--- src/rtl/effect_regfile_responder.sv ---
// effect_regfile_responder: responder side of the effect register-RAM strobe
// interface. It holds a 2^ADDR_W x DATA_W register bank that is shared with a
// single-cycle host port, and keeps a hardware-owned output-ready flag/irq.
//
// Ports:
//   clk, reset            system clock, asynchronous active-low reset
//   loc_ramaddress        effect address (also selects combinational read data)
//   loc_writedata         effect write data
//   loc_ramclk            effect access strobe; its rising level change fires
//   loc_ramread           accepted but unused; the effect read path is continuous
//   loc_ramwrite          effect write qualifier, sampled at the fire edge
//   loc_readdata          effect read data, combinational from loc_ramaddress
//   host_addr/wdata/we/re host single-cycle access (we/re are one-cycle pulses)
//   host_rdata/rvalid     registered read data, plus its one-cycle valid pulse
//   host_collision        one-cycle pulse: host write lost to a same-address effect write
//   irq                   level, mirrors the ready flag
module effect_regfile_responder #(
  parameter int ADDR_W     = 5,
  parameter int DATA_W     = 32,
  parameter int OUT_ADDR   = 5,
  parameter int READY_ADDR = 6
) (
  input  logic              clk,
  input  logic              reset,
  input  logic [ADDR_W-1:0] loc_ramaddress,
  input  logic [DATA_W-1:0] loc_writedata,
  input  logic              loc_ramclk,
  input  logic              loc_ramread,
  input  logic              loc_ramwrite,
  output logic [DATA_W-1:0] loc_readdata,
  input  logic [ADDR_W-1:0] host_addr,
  input  logic [DATA_W-1:0] host_wdata,
  input  logic              host_we,
  input  logic              host_re,
  output logic [DATA_W-1:0] host_rdata,
  output logic              host_rvalid,
  output logic              host_collision,
  output logic              irq
);

  localparam int DEPTH = 1 << ADDR_W;
  localparam logic [ADDR_W-1:0] OUT_A   = ADDR_W'(OUT_ADDR);
  localparam logic [ADDR_W-1:0] READY_A = ADDR_W'(READY_ADDR);

  logic [DATA_W-1:0] mem [DEPTH];
  logic              ramclk_q;
  logic              ready_flag;

  // The effect read strobe carries no information: reads are continuous.
  logic unused_ramread;
  assign unused_ramread = loc_ramread;

  // Strobe rising-edge detect; a held-high strobe fires only once.
  logic fire;
  assign fire = loc_ramclk & ~ramclk_q;

  // The ready register is read-only from both sides, so writes to it are
  // filtered out before they can reach the bank or the collision detector.
  logic eff_wr, host_wr, collide;
  assign eff_wr  = fire & loc_ramwrite & (loc_ramaddress != READY_A);
  assign host_wr = host_we & (host_addr != READY_A);
  assign collide = eff_wr & host_wr & (loc_ramaddress == host_addr);

  logic flag_set, flag_clr;
  assign flag_set = eff_wr & (loc_ramaddress == OUT_A);
  assign flag_clr = host_re & (host_addr == OUT_A);

  // Read muxes: the ready register shows the flag in bit 0, zeros elsewhere.
  logic [DATA_W-1:0] flag_word;
  logic [DATA_W-1:0] host_rd_mux;
  assign flag_word    = {{(DATA_W-1){1'b0}}, ready_flag};
  assign loc_readdata = (loc_ramaddress == READY_A) ? flag_word : mem[loc_ramaddress];
  assign host_rd_mux  = (host_addr == READY_A) ? flag_word : mem[host_addr];

  always_ff @(posedge clk or negedge reset) begin
    if (!reset) begin
      for (int i = 0; i < DEPTH; i++) mem[i] <= '0;
    end else begin
      // Host write goes first; the effect write is last so it wins a collision.
      if (host_wr && !collide) mem[host_addr] <= host_wdata;
      if (eff_wr)              mem[loc_ramaddress] <= loc_writedata;
    end
  end

  always_ff @(posedge clk or negedge reset) begin
    if (!reset) begin
      ramclk_q       <= 1'b0;
      ready_flag     <= 1'b0;
      host_rdata     <= '0;
      host_rvalid    <= 1'b0;
      host_collision <= 1'b0;
    end else begin
      ramclk_q       <= loc_ramclk;
      host_rvalid    <= host_re;
      host_collision <= collide;
      // host_rdata holds until the next read; the value is the pre-edge contents.
      if (host_re) host_rdata <= host_rd_mux;
      // Set beats clear: a new sample arriving during the clearing read keeps the flag up.
      if (flag_set)      ready_flag <= 1'b1;
      else if (flag_clr) ready_flag <= 1'b0;
    end
  end

  assign irq = ready_flag;

endmodule

--- config.mk ---
export PLATFORM = sky130hd
export DESIGN_NAME = effect_regfile_responder
export DESIGN_NICKNAME = d
export VERILOG_FILES = /design/src/rtl/effect_regfile_responder.sv
export SDC_FILE = /design/constraint.sdc
export NUM_CORES = 2
export LEC_CHECK = 0
export ABC_AREA = 0
export CORE_ASPECT_RATIO = 1.5
export CORE_MARGIN = 2
export CORE_UTILIZATION = 45
export CTS_CLUSTER_DIAMETER = 50
export DETAILED_ROUTE_END_ITERATION = 8
export PLACE_DENSITY = 0.64
export SLEW_MARGIN = 20
export SYNTH_ARGS = -nofsm -noshare
export SYNTH_HDL_FRONTEND = slang
export SYNTH_SLANG_ARGS = --single-unit
--- constraint.sdc ---
create_clock -name clk -period 2.7 [get_ports clk]
set_input_delay 0.405 -clock clk [delete_from_list [all_inputs] [get_ports clk]]
set_output_delay 0.405 -clock clk [all_outputs]
set_load 0.01 [all_outputs]
# [Yosys cells after proc, flatten, opt, wreduce, memory -nomap -nowiden]
# Cells that the tools add are included.
[totals] reg_bits=1060 in_bits=81 out_inout_bits=67 wordCells=82
[op_classes] magnitude_cmp=4 n_eq_ne=7 mux=18 n_bitwise=11 reduce_logical=5
[op_table] op="$bwmux 1024" n=2
[op_table] op="$mux 1024" n=2
[op_table] op="$bmux 32 s5" n=2
[op_table] op="$demux 32 s5" n=2
[op_table] op="$mux 32" n=8
[op_table] op="$eq 5x3->1 const B" n=4
[op_table] op="$ge 6x6->1 const B" n=2
[op_table] op="$lt 6x1->1 const B" n=2
[op_table] op="$not 5->6" n=2
[op_table] op="$ne 5x3->1 const B" n=2
[op_table] op="$and 1x1->1" n=8
[op_table] op="$eq 5x5->1" n=1
[op_table] op="$logic_and 1x1->1" n=3
[op_table] op="$mux 1" n=2
[op_table] op="$reduce_bool 2->1" n=1
[op_table] op="$logic_not 1->1" n=1
[op_table] op="$not 1->1" n=1

# [Depth between registers and ports, before layout]
[logic_depth] word_depth=11 ltp_mapped=10 mapped_depth_nobuf=5

# [Least setup slack after synthesis]
# Ideal clock, no wire load.
[synth_timing] path_kind="input-to-output" from="input loc_ramaddress[0]" to="output loc_readdata[22]" arrival_time_ps=2385 required_ps=2295 slack_ps=-90 cell_stages=6 n_path_buf=3 path_cell_list="buf_2 -> buf_2 -> buf_1 -> mux4_2 -> a221oi_1 -> a31oi_1"
[synth_via] elab_chain_len=5 elab_cells_between_ends=6 classes_between="1 x eq/ne; 4 x mux; 1 x bitwise"
[synth_rtl] item="from (decl)" line_no="25" text="input logic [ADDR_W-1:0] loc_ramaddress,"
[synth_rtl] item="$not 5->6 (not written as such)" line_no="72" text="assign loc_readdata = (loc_ramaddress == READY_A) ? flag_word : mem[loc_ramaddress];"
[synth_rtl] item="$bmux 32 s5" line_no="72"
[synth_rtl] item="$mux 32 (not written as such) (2 in a row)" line_no="72"
[synth_rtl] item="$mux 32 (*)" line_no="72"
[synth_rtl] item="to (decl)" line_no="30" text="output logic [DATA_W-1:0] loc_readdata,"
# Mark *: on every way between the ends. The rest lies on a longest branch, timed or not. The select of a mux whose other input is x is not followed.

# [Final worst setup path]
[layout_timing] from="register mem[309] (netlist bit)" to="output loc_readdata[21]"
[layout_via] elab_chain_len=4
[layout_rtl] item="from (decl)" line_no="45" text="logic [DATA_W-1:0] mem [DEPTH];"
[layout_rtl] item="from (signal, indexed assignment)" line_no="80" text="if (host_wr && !collide) mem[host_addr] <= host_wdata;"
[layout_rtl] item="from (signal, indexed assignment)" line_no="81" text="if (eff_wr) mem[loc_ramaddress] <= loc_writedata;"
[layout_rtl] item="$bmux 32 s5" line_no="72"
[layout_rtl] item="$mux 32 (not written as such) (2 in a row)" line_no="72"
[layout_rtl] item="$mux 32" line_no="72"
# No other way between the ends. The select of a mux whose other input is x is not followed.

==> impl_results.rst <==
.. list-table::
   :header-rows: 1

   * - Metric
     - Value
   * - Run status
     - finished, violations left
   * - Failing checks
     - DRC, setup timing
   * - Internal Pwr Total
     - around 37 mW
   * - Reg power frac
     - approximately two fifths
   * - Final hold violation count
     - 0
   * - Proportion of synthesized chip area in sequential cells
     - 42.0%
   * - CTS tree
     - yes
   * - Number of top-level pins
     - 148
   * - Via-per-instance ratio
     - 6.96
   * - Length in cells of the worst reg-to-reg path
     - 11
   * - FF+latch area
     - 26,500 µm²
   * - Largest driver fanout on the critical path
     - 2
   * - Total overflow reported by the global router
     - 0
   * - Hpwl dp
     - between 200,000 and 250,000 µm
   * - Data arrival time of the worst path
     - 2.73 ns
   * - Worst vdd rail ir drop
     - between 600 and 700 µV
   * - Vias in the first global route
     - between 60,000 and 70,000
   * - Number of violations reported at the end of detailed-routing iteration 0
     - approximately 11,000
   * - Buffers added on ports
     - 146
   * - Number of antenna violations at the first check in global routing
     - 23
   * - Worst hold margin
     - 0.0405 ns
   * - Total count of max-transition violations in the final report
     - 0
   * - Worst reg2reg path startpoint
     - ramclk_q
   * - Avg Synthesized Cell Area
     - 8.53 µm²
   * - Wire length per cell after detailed routing
     - 36.8 µm
   * - Post-route ant nets
     - 0
   * - Fill count
     - 12,200
   * - Cell-by-cell listing of the critical path
     - mux4_2, a22o_1, a221oi_2, a31oi_4, buf_6
   * - First-pass GRT wire length
     - 496,000 µm
   * - Ratio of cells with drive above 1 in the final layout
     - 20.4%
   * - RSZ-0062 raised after global routing
     - true
   * - Number of iterations in the first detailed-routing pass
     - 9
   * - Leakage Power
     - between 30 and 40 nW
   * - Deepest level of the CTS H-tree
     - 3
   * - Total power density per cell area
     - 702 nW/µm²
   * - Cell type with the largest total area after synthesis
     - sky130_fd_sc_hd__dfrtp_1
   * - Time the final worst path needs with I/O delays and setup
     - approximately 3.1 ns
   * - Tightest Pin Transition
     - a little under 0.8 ns
   * - Critical-path top delay cell
     - sky130_fd_sc_hd__mux4_2
   * - Clock latency of the later-clocked register in the worst-skew pair
     - 0.84 ns
   * - Die width
     - 310 µm
   * - Final number of setup-violating endpoints
     - 45
   * - Pin count of the biggest net entering global routing
     - 101
   * - Worst Setup End Kind
     - primary output
   * - Hold_sp
     - loc_ramclk
   * - Filler-free cell count of the finished design
     - 9,747
   * - Wire length reported by the detailed router
     - 359,000 µm
   * - Startpoint-to-endpoint class of the critical path
     - register to primary output
   * - Clock Skew
     - 0.0418 ns
   * - Last weighted congestion value of the routability-driven placer
     - 1.03
   * - Top flip-flop cell by instance count after synthesis
     - sky130_fd_sc_hd__dfrtp_1
   * - Final cycle utilization of the critical path
     - 116%
   * - Total global-route track usage
     - approximately half
   * - Clock network fraction of design power
     - 31.8%
   * - Number of distinct library cells after synthesis
     - 48
   * - Number of nets in the synthesized netlist
     - about 7,500
   * - Flip-flop and latch count after synthesis
     - 1,060
   * - Number of synthesized flops with an enable pin
     - 0
   * - Floorplan core area
     - 140,000 µm²
   * - Row cnt
     - 168
   * - Post-synthesis async set-or-reset flop share
     - 100%
   * - Sw Ratio
     - between 30% and 40%
   * - Worst hold path class
     - input pin to register
   * - Hold Crit Depth
     - 1
   * - Setup slack of the critical path after layout
     - -0.438 ns
   * - Initial core utilization
     - 45.2%
   * - Critical path's top delay family
     - compound AO/OA/AOI/OAI gates
   * - Setup_tns
     - -8.81 ns
   * - Placed cell count
     - 9,417
   * - Net switching power figure
     - 19.3 mW
   * - Worst flop-to-flop path endpoint
     - mem[719]
   * - Final layout net count
     - 7,830
   * - Share of the synthesized area in the top cell type
     - 42.0%
   * - Total number of yosys warnings
     - 0
   * - Clock-pin slew on the worst setup and hold paths
     - 0.07 ns
   * - Terminating pin of the worst hold path
     - ramclk_q
   * - Cells after Synth
     - 7,400
   * - Register-to-register setup slack
     - 0.06 ns
   * - Number of buffer and inverter instances along the worst setup path
     - 1
   * - Stage delay of the slowest cell on the critical path
     - 0.55 ns
   * - Root cell of the clock tree
     - sky130_fd_sc_hd__clkbuf_16
   * - DIE HEIGHT
     - between 400 and 500 µm
   * - Die Outline Area
     - around 140,000 µm²
   * - Buffers from clock root to sink, at most
     - 3
   * - Headroom to the max-slew limit
     - 48.0%
   * - Combinational cell fraction of total power
     - 27.0%
   * - Clock buffers created by TritonCTS
     - 117
   * - DR vias
     - 67,800
   * - Peak clock frequency supported by timing
     - about 320 MHz
   * - Area of combinational cells with multiple inputs
     - 34,700 µm²
   * - Layout Area Growth over Synthesis
     - 27.1%
   * - Critical Path Source Type
     - register
   * - Clock net sink count
     - around 1,100
   * - Number of design rule violations left after detail routing
     - 2
   * - Number of maximum-capacitance violations
     - 0
   * - Top post-synthesis cells by area
     - sky130_fd_sc_hd__dfrtp_1 42%, sky130_fd_sc_hd__nand2_1 12%, sky130_fd_sc_hd__a31oi_1 10%
   * - Post-synthesis instance area
     - 63,100 µm²
   * - Required time of the worst setup path
     - 2.30 ns
## flip-flops by register name (all words and copies together), names as in the netlist
signal and count:
irq 1, mem 1024, ramclk_q 1, host_collision 1, host_rvalid 1, host_rdata 32
## cells in the final DEF, fill, tap and decap left out, types with 5 or more instances in the layout
cell / count
sky130_fd_sc_hd__a211o_2: 7
sky130_fd_sc_hd__clkinvlp_4: 12
sky130_fd_sc_hd__inv_1: 34
sky130_fd_sc_hd__a31oi_1: 997
sky130_fd_sc_hd__buf_8: 6
sky130_fd_sc_hd__a31oi_4: 18
sky130_fd_sc_hd__a21oi_4: 10
sky130_fd_sc_hd__o22ai_1: 282
sky130_fd_sc_hd__nand2_1: 2000
sky130_fd_sc_hd__buf_4: 610
sky130_fd_sc_hd__clkbuf_8: 13
sky130_fd_sc_hd__clkinv_2: 15
sky130_fd_sc_hd__a221oi_2: 27
sky130_fd_sc_hd__a21o_2: 7
sky130_fd_sc_hd__clkinv_4: 8
sky130_fd_sc_hd__a22o_1: 29
sky130_fd_sc_hd__buf_2: 14
sky130_fd_sc_hd__bufinv_16: 16
sky130_fd_sc_hd__o211ai_1: 5
sky130_fd_sc_hd__o211ai_4: 8
sky130_fd_sc_hd__nand4bb_4: 6
sky130_fd_sc_hd__diode_2: 26
sky130_fd_sc_hd__a31oi_2: 9
sky130_fd_sc_hd__clkbuf_16: 123
sky130_fd_sc_hd__inv_8: 5
sky130_fd_sc_hd__mux4_2: 258
sky130_fd_sc_hd__nand2_4: 30
sky130_fd_sc_hd__xor2_1: 5
sky130_fd_sc_hd__buf_12: 307
sky130_fd_sc_hd__mux2i_1: 507
sky130_fd_sc_hd__clkbuf_1: 19
sky130_fd_sc_hd__or4_1: 65
sky130_fd_sc_hd__buf_6: 22
sky130_fd_sc_hd__a211oi_4: 21
sky130_fd_sc_hd__clkdlybuf4s50_1: 108
sky130_fd_sc_hd__dfrtp_1: 1059
sky130_fd_sc_hd__inv_6: 8
sky130_fd_sc_hd__nor2_1: 1027
sky130_fd_sc_hd__a22oi_1: 66
## cells in the mapped netlist (3+ instances only)
library cell                instances
sky130_fd_sc_hd__nand2_1         2030
sky130_fd_sc_hd__dfrtp_1         1060
sky130_fd_sc_hd__nor2_1          1028
sky130_fd_sc_hd__a31oi_1         1024
sky130_fd_sc_hd__clkbuf_1         686
sky130_fd_sc_hd__mux2i_1          507
sky130_fd_sc_hd__o22ai_1          282
sky130_fd_sc_hd__mux4_2           258
sky130_fd_sc_hd__buf_2             94
sky130_fd_sc_hd__a22oi_1           69
sky130_fd_sc_hd__or4_1             66
sky130_fd_sc_hd__buf_1             62
sky130_fd_sc_hd__inv_1             34
sky130_fd_sc_hd__a221oi_1          31
sky130_fd_sc_hd__a22o_1            31
sky130_fd_sc_hd__a211oi_1          17
sky130_fd_sc_hd__a21oi_1           11
sky130_fd_sc_hd__a21o_1             9
sky130_fd_sc_hd__a211o_1            8
sky130_fd_sc_hd__o211ai_2           8
sky130_fd_sc_hd__nor3b_1            7
sky130_fd_sc_hd__nand4bb_1          6
sky130_fd_sc_hd__nor3_1             6
sky130_fd_sc_hd__o211ai_1           5
sky130_fd_sc_hd__xor2_1             5
sky130_fd_sc_hd__a211oi_2           4
sky130_fd_sc_hd__and3_1             4
sky130_fd_sc_hd__and3b_1            4
sky130_fd_sc_hd__nand4b_1           4
sky130_fd_sc_hd__nor2b_1            4
sky130_fd_sc_hd__o2111ai_1          4
sky130_fd_sc_hd__or4b_2             4
sky130_fd_sc_hd__and2_1             3
sky130_fd_sc_hd__nand3b_1           3
sky130_fd_sc_hd__nand4_1            3
sky130_fd_sc_hd__o21ai_1            3
## worst max path at each step
stage / from / end / slack, ns / depth (start not counted)
2_1_floorplan: loc_ramaddress[1] / loc_readdata[13] / 0.001 / 7
3_3_place_gp: loc_ramaddress[4] / loc_readdata[28] / -1.33 / 8
3_5_place_dp: loc_ramaddress[4] / loc_readdata[18] / -1.29 / 8
4_1_cts: mem[309] / loc_readdata[21] / -0.38 / 5
5_1_grt: mem[341] / loc_readdata[21] / -0.42 / 5
6_report: mem[309] / loc_readdata[21] / -0.44 / 5
## power by group through the flow
stage	clock network, mW	logic, mW	registers [mW]
floorplan	0	8.15	22.0
global placement	0	13.6	23.2
detailed placement	0	13.9	23.4
CTS	17.8	14.5	23.0
global route	18.4	16.0	23.5
finish	17.9	15.2	23.2
## per-layer routing
metal,track usage (%),up-vias,routed length [µm]
met3,18.4,1960,52400
met5,0,-,158
met4,43.0,22,39800
met1,59.0,32600,118000
li1,-,26900,-
met2,69.5,6379,149000
## cells by family after synthesis
kind of cell    count (synthesis)  synth area share (%)
xor+xnor                        5                0.0694
mux                           765                  17.2
compound gates               1511                  15.6
flops                        1060                  42.0
buf+inv                       876                  5.39
simple gates                 3183                  19.7
## repair_timing
item	CTS	global route
hold buffers	1	0
endpoints found under the setup margin	32	120
buffers inserted	75	26
cloned	0	3
resized for setup	235	27
hold endpoints to repair	20	0
pin swaps	63	35
## through the flow
stage	total power [mW]	instance area (µm²)	setup WS (ns)	utilization, %
2_1_floorplan	30.2	63100	0.00102	-
3_3_place_gp	36.8	74700	-1.33	53.5
3_5_place_dp	37.3	74700	-1.29	53.5
4_1_cts	55.4	79700	-0.376	57.1
5_1_grt	58.0	80200	-0.424	57.5
6_report	56.3	80300	-0.438	57.5
## worst register-to-register path: cells and delay by family (launching register included)
| kind | cells | cell delay, ns |
|---|---|---|
| AND/OR/NAND/NOR | 3 | 0.58 |
| buffers and inverters | 6 | 1.14 |
| flip-flops | 1 | 0.35 |
| AO/OA/AOI/OAI | 2 | 0.44 |
## area by class of cell
type,count,share of cell area (%)
Multi-Input combinational cell,5464,43.2
Sequential cell,1060,33.1
Timing Repair Buffer,1072,15.3
Clock buffer,152,4.05
Tap cell,1870,2.92
Clock inverter,69,1.16
Inverter,34,0.159
Antenna cell,26,0.0811
Power figures use the tool's default switching activity.
